[src/rtl/pair_select_rr.sv]
// Round-robin pair selector feeding an OUT_DEPTH-entry FIFO with valid/ready on both sides.
// Optional macro PAIR_SELECT_RR_STATS_EN adds saturating pop and full-stall counters.
module pair_select_rr #(
  parameter int NUM_IN    = 8,
  parameter int NB_W      = 64,
  parameter int PID_W     = 9,
  parameter int OUT_DEPTH = 4,
  localparam int SRC_W    = $clog2(NUM_IN),
  localparam int AW       = $clog2(OUT_DEPTH),
  localparam int CW       = AW + 1
) (
  input  logic                           clk,
  input  logic                           rst,
  input  logic [NUM_IN-1:0]              i_valid,
  output logic [NUM_IN-1:0]              o_grant,
  input  logic [NUM_IN-1:0][NB_W-1:0]    i_nb,
  input  logic [NUM_IN-1:0][PID_W-1:0]   i_home_parid,
  output logic                           o_valid,
  input  logic                           i_ready,
  output logic [NB_W-1:0]                o_nb,
  output logic [PID_W-1:0]               o_home_parid,
  output logic [SRC_W-1:0]               o_src,
  output logic [CW-1:0]                  o_count
`ifdef PAIR_SELECT_RR_STATS_EN
  ,
  output logic [31:0]                    o_pair_count,
  output logic [31:0]                    o_stall_count
`endif
);

  localparam int EW = NB_W + PID_W + SRC_W;
  localparam logic [SRC_W:0] N_L = (SRC_W+1)'(NUM_IN);
  localparam logic [SRC_W-1:0] LAST = SRC_W'(NUM_IN - 1);
  localparam logic [CW-1:0] FULL_C = CW'(OUT_DEPTH);

  logic [SRC_W-1:0] ptr_q, ptr_d;
  logic [AW-1:0]    wr_q, wr_d, rd_q, rd_d;
  logic [CW-1:0]    cnt_q, cnt_d;
  logic [OUT_DEPTH-1:0][EW-1:0] mem_q;

  logic [SRC_W:0]   scan;
  logic [SRC_W-1:0] sel;
  logic             found;
  logic             full;
  logic             push;
  logic             pop;

  assign full = (cnt_q == FULL_C);

  // Scan ptr, ptr+1, ... and keep the first requester found.
  always_comb begin
    sel   = '0;
    found = 1'b0;
    scan  = '0;
    for (int j = 0; j < NUM_IN; j++) begin
      scan = {1'b0, ptr_q} + (SRC_W+1)'(j);
      if (scan >= N_L) scan = scan - N_L;
      if (!found && i_valid[scan[SRC_W-1:0]]) begin
        found = 1'b1;
        sel   = scan[SRC_W-1:0];
      end
    end
  end

  assign push    = !rst && !full && found;
  assign o_grant = push ? (NUM_IN'(1) << sel) : '0;
  assign pop     = o_valid && i_ready;

  always_comb begin
    ptr_d = ptr_q;
    wr_d  = wr_q;
    rd_d  = rd_q;
    cnt_d = cnt_q;
    if (push) begin
      ptr_d = (sel == LAST) ? '0 : sel + 1'b1;
      wr_d  = wr_q + 1'b1;
    end
    if (pop) rd_d = rd_q + 1'b1;
    unique case ({push, pop})
      2'b10:   cnt_d = cnt_q + 1'b1;
      2'b01:   cnt_d = cnt_q - 1'b1;
      default: cnt_d = cnt_q;
    endcase
  end

  always_ff @(posedge clk) begin
    if (rst) begin
      ptr_q <= '0;
      wr_q  <= '0;
      rd_q  <= '0;
      cnt_q <= '0;
      mem_q <= '0;
    end else begin
      ptr_q <= ptr_d;
      wr_q  <= wr_d;
      rd_q  <= rd_d;
      cnt_q <= cnt_d;
      if (push) mem_q[wr_q] <= {i_nb[sel], i_home_parid[sel], sel};
    end
  end

  assign o_valid = (cnt_q != '0);
  assign o_count = cnt_q;
  assign {o_nb, o_home_parid, o_src} = mem_q[rd_q];

`ifdef PAIR_SELECT_RR_STATS_EN
  logic [31:0] pair_q, stall_q;

  always_ff @(posedge clk) begin
    if (rst) begin
      pair_q  <= '0;
      stall_q <= '0;
    end else begin
      if (pop && pair_q != '1) pair_q <= pair_q + 1'b1;
      if ((|i_valid) && full && stall_q != '1) stall_q <= stall_q + 1'b1;
    end
  end

  assign o_pair_count  = pair_q;
  assign o_stall_count = stall_q;
`endif

endmodule
[config.mk]
export PLATFORM = sky130hd
export DESIGN_NAME = pair_select_rr
export DESIGN_NICKNAME = d
export VERILOG_FILES = /design/src/rtl/pair_select_rr.sv
export SDC_FILE = /design/constraint.sdc
export NUM_CORES = 1
export LEC_CHECK = 0
export BUFFER_PORTS_ARGS = -buffer_cell sky130_fd_sc_hd__buf_4
export CAP_MARGIN = 30
export CORE_AREA = 2 2 267 269
export CTS_CLUSTER_DIAMETER = 100
export CTS_CLUSTER_SIZE = 25
export DETAILED_ROUTE_END_ITERATION = 8
export DIE_AREA = 0 0 269 271
export PLACE_DENSITY = 0.61
export SLEW_MARGIN = 20
export SYNTH_ARGS = -nofsm -noshare
export SYNTH_HDL_FRONTEND = slang
export SYNTH_SLANG_ARGS = --single-unit
[constraint.sdc]
create_clock -name clk -period 4.3 [get_ports clk]
set_input_delay 0.215 -clock clk [delete_from_list [all_inputs] [get_ports clk]]
set_output_delay 0.215 -clock clk [all_outputs]
set_load 0.03 [all_outputs]
Word-level counts from Yosys, hierarchy flattened
Index checks and enable logic that the tools add are counted.
Operators by class
  bitwise gates (word level): 0
  muxes and demuxes: 52
  order comparisons: 20
  divide/modulo/power cells: 0
  reductions and logical operators: 22
  shift-type cells: 1
  equality and inequality tests: 4
  add/sub/neg operators: 20
  $mul: 0
Operator list (number)
  $bwmux 304: 1
  $bmux 64 s3: 1
  $bmux 76 s2: 1
  $demux 76 s2: 1
  $mux 76: 2
  $mux 64: 1
  $mux 3: 17
  $lt 3x4->1 const B: 9
  $ge 4x4->1 const B: 7
  $bmux 9 s3: 1
  $sub 3x1->3 const B: 9
  $bmux 1 s3: 8
  $add 3x3->4 const B: 4
  $mux 1: 16
  $logic_and 1x1->1: 11
  $logic_not 1->1: 9
  $mux 9: 1
  $add 3x2->4 const B: 2
  $mux 8: 1
  $shl 1x3->8 const A: 1
  $add 3x1->3 const B: 2
  $eq 3x3->1 const B: 2
  $lt 2x3->1 const B: 2
  $pmux 3 s2: 1
  other kinds (8): 9
Storage, ports and cells
  memories kept: 0
  logic and storage cells: 127
  bits in latches: 0
  flip-flop bits (word level): 314
  input port bits: 595
  memory bits (writable): 0
  output and inout port bits: 88
  bits in read-only memories: 0

Longest topological paths before layout
  word-level depth: 29
  mapped depth: 18
  gate-level depth less buffers: 13

Least setup slack after synthesis
OpenSTA, ideal clock, no wires.
  kind: register -> output
  start: register ptr_q[0]
  end: output o_grant[7]
  cell stages (with the launch flop): 16
  required time: 4085 ps
  path slack: 176 ps
  arrival time: 3909 ps
  buffers on the path: 4
  cell sequence: dfxtp_1 buf_6 inv_1 ha_1 buf_2 mux4_2 a21oi_2 a32oi_1 o41a_1 o32ai_2 inv_2 buf_2 buf_2 ha_1 ha_1 and2_1
Between the ends
  word-level cells in the longest chain between the ends: 28
  elaborated cells between the ends (all ways): 80
  classes of those cells: add/sub (15); order compare (8); shift (1); mux (41); reduce/logical (15)
RTL lines
  start, declared: RTL line 36  | logic [SRC_W-1:0] ptr_q, ptr_d;
  start signal, assigned: RTL line 94  | ptr_q <= ptr_d;
  branches (longest 25 deep; another with $add 3x1->4)
  $mux 3 (*): RTL line 58  | if (!found && i_valid[scan[SRC_W-1:0]]) begin
  net sel[0]: RTL line 42  | logic [SRC_W-1:0] sel;
  $shl 1x3->8 (*): RTL line 66  | assign o_grant = push ? (NUM_IN'(1) << sel) : '0;
  $mux 8 (*): RTL line 66
  end, declared: RTL line 15  | output logic [NUM_IN-1:0] o_grant,
Mark *: on every way through the listed nets, which the timed path passes. The select of a mux whose other input is x is not followed.

Final worst setup path
  start: register ptr_q[1]
  end: output o_grant[7]
Between the ends
  word-level cells in the longest chain between the ends: 28
  elaborated cells between the ends (all ways): 80
  classes of those cells: add/sub (15); order compare (8); shift (1); mux (41); reduce/logical (15)
RTL lines (RTL line)
  branches (longest 27 deep; another with $add 3x1->4)
  $mux 8 (*): 66
Mark *: on every way between the ends. The select of a mux whose other input is x is not followed.

==> metrics.txt <==
internal power=11.5 mW; clock transition at the registers of the reported paths=0.10 ns; Synth area leaders=dfxtp_1 (31%), a221o_1 (14%), mux2i_1 (11%); Clock power frac=0.093; DP Wirelength=63300 um; Layout fillers=6826; Avg WL per Cell=25.5 um; post-synthesis cell area=20300 um2; Synth Instances=2078; vias=21900; row count=97; Tot GR Track Use=0.240; Power Dens Cells=820 nW/um2; die area=72900 um2; clock skew=0.0281 ns; clk sinks=314; switch share=0.502; setup violators final=0; clock root buffer=clkbuf_16; max-cap viol count=0; Slew HR=0.480; CTS buffer count=19; unrepaired setup endpoints after global routing=true; fin area=28200 um2; share of post-route cells with drive strength above 1=0.386; Util after Layout=0.404; CP endpoint kind=primary output; cell with the most instances after synthesis=dfxtp_1; first-pass GRT wire length=136000 um; Yosys cell types=56; Seq/Total Area, Yosys=0.309; worst slew pin tran=0.776 ns; initial DRC count=1938; HP Class=in2reg; vias in the first global route=22400; synth warn=0; Post-CTS Hold Fix Bufs=0; Synth async-reset ratio=0; CP arrival=3.96 ns; Hold Fails Final Rpt=0; final wirelength=92700 um; CP max FO=5; Seq pwr share=0.211; drt pass-1 iters=5; antenna violations before repair=3; Hold Crit Start=rst; Placement Cell Area=27200 um2; Reg area=6300 um2; worst vdd ir=513 uV; part of the cycle the worst path needs=0.971; Setup crit start kind=flop; critical path type=reg2out; area grow syn2layout=38.6%; worst path cell trace=inv_1, ha_4, mux4_2, mux2i_4, buf_6, nor2b_1, o41a_1, o32ai_4, bufinv_16, ha_2, ha_2, and2_1, buf_4; Post-Syn Nets=2687; CP required=4.09 ns; footprint of the multi-input gates=12700 um2; Switch Pwr=11.6 mW; CP max stage cell=mux4_2; Starting Density=0.291; TritonCTS clock tree=yes; Worst path most repeated cell=ha_2; Final #Nets=3293; Top FF cell, synth=dfxtp_1; Yosys top cell by area=dfxtp_1; Fmax=239 MHz; Die Y-Extent=271 um; port bufs=682; share of the synthesized area in the top cell type=0.309; number of flops mapped to enable cells by yosys=0; Avg Cell Area, Syn=9.77 um2; Yosys reg bits=314; Comb power frac=0.696; Clock Tree Buf Depth=3; CP Launch Point=ptr_q[1]; Avg Vias per Cell=6.01; slowest cell delay on critical path=0.60 ns; Die Span X=269 um; leakage=11.6 nW; # DRC=0; clk_lat worst skew=0.55 ns; I/O pin cnt=683; largest net degree at the start of global routing=78; fin. max-slew vios=0; worst r2r src=ptr_q[1]; core footprint=69800 um2; Fin Setup TNS=0 ns; outcome=completed; Final GP Congestion=0.870; Antenna Nets Post-Route=0; total gr overflow=0; top cells by count, synth=dfxtp_1 (314), a221o_1 (293), nor3_1 (293); fin crit period=4.18 ns; Max H-tree Level=1
## final cells by class
class	instances	area share
multi-input combinational	1367	0.451
timing repair buffer	822	0.238
sequential	314	0.224
tap	940	0.0418
inverter	159	0.0224
clock buffer	21	0.0172
clock inverter	10	0.00564
timing repair inverter	1	0.000311
antenna	3	0.000267
## flip-flops by register name, summed over array words and instances (netlist names)
name,cells
mem_q,304
o_count,3
ptr_q,3
rd_q,2
wr_q,2
## through the flow
| step | power [mW] | cells | worst slack, ns | hold WS, ns |
|---|---|---|---|---|
| floorplan | 14.7 | 2078 | 0.176 | 0.433 |
| global placement | 20.0 | 3591 | 0.0265 | 0.441 |
| detailed placement | 20.4 | 3591 | -0.0902 | 0.448 |
| CTS | 22.9 | 3632 | 0.0230 | 0.0372 |
| global route | 24.3 | 3637 | -0.00822 | 0.0486 |
| finish | 23.1 | 3637 | 0.124 | 0.0705 |
## worst paths after layout
check / endpoint / slack [ns] / cells past startpoint
worst max-delay path: o_grant[7] / 0.12 / 13
worst min-delay path: rd_q[1] / 0.07 / 2
worst max register to register: mem_q[272] / 0.16 / 14
worst min register to register: mem_q[152] / 0.46 / 2
## worst max-delay path, delay by kind of cell, from the launching register on
kind	cells	cell delay, ns
adder cells (fa/ha/maj)	3	0.65
flip-flops	1	0.34
AND/OR/NAND/NOR	2	0.17
AO/OA/AOI/OAI	2	0.77
buffers and inverters	4	0.60
multiplexers	2	0.86
## cells in the final DEF, fill, tap and decap left out, types with 4 or more instances in the layout
| master | n |
|---|---|
| nor3_1 | 293 |
| nand2_1 | 23 |
| nand2b_1 | 6 |
| a221o_1 | 293 |
| o311ai_2 | 4 |
| o21ai_0 | 4 |
| and2_1 | 7 |
| dfxtp_1 | 310 |
| a211oi_2 | 48 |
| buf_4 | 777 |
| a211oi_1 | 103 |
| o21ai_4 | 4 |
| ha_1 | 9 |
| mux4_2 | 86 |
| inv_1 | 156 |
| a221oi_1 | 147 |
| nor2b_1 | 9 |
| buf_12 | 42 |
| clkbuf_16 | 19 |
| a21oi_1 | 17 |
| nor2_4 | 8 |
| xor2_1 | 4 |
| or3_1 | 4 |
| mux2i_1 | 224 |
| nor2_1 | 24 |
## power groups by stage
stage / logic (mW) / clock network, mW / registers (mW)
finish: 16.1 / 2.14 / 4.87
global route: 17.0 / 2.28 / 4.99
CTS: 15.9 / 2.19 / 4.85
detailed placement: 15.5 / 0 / 4.90
global placement: 15.2 / 0 / 4.81
floorplan: 10.1 / 0 / 4.60
## cell families (layout without fill, tap and decap cells)
logic type / Yosys count / after routing / share of synthesized area
compound gates: 643 / 643 / 0.294
xor+xnor: 7 / 7 / 0.00302
fa+ha+maj: 14 / 14 / 0.00899
buf+inv: 397 / 1013 / 0.0792
flops: 314 / 314 / 0.309
mux: 316 / 316 / 0.209
other cells: 0 / 3 / 0
simple gates: 387 / 387 / 0.0957
## routing by layer
layer,GRT usage,share of wire,vias up
met4,0.0963,0.039,0
li1,-,-,9637
met3,0.0356,0.080,206
met5,0,0,-
met2,0.416,0.49,1231
met1,0.296,0.39,10800
## repair_timing
action | 4_1_cts | 5_1_grt
resized for setup | 17 | 20
endpoints found under the setup margin | 16 | 41
gates cloned | 1 | 0
endpoints found under the hold margin | 0 | 0
pin swaps | 2 | 3
setup buffers | 9 | 2
(Power assumes the default switching activity.)
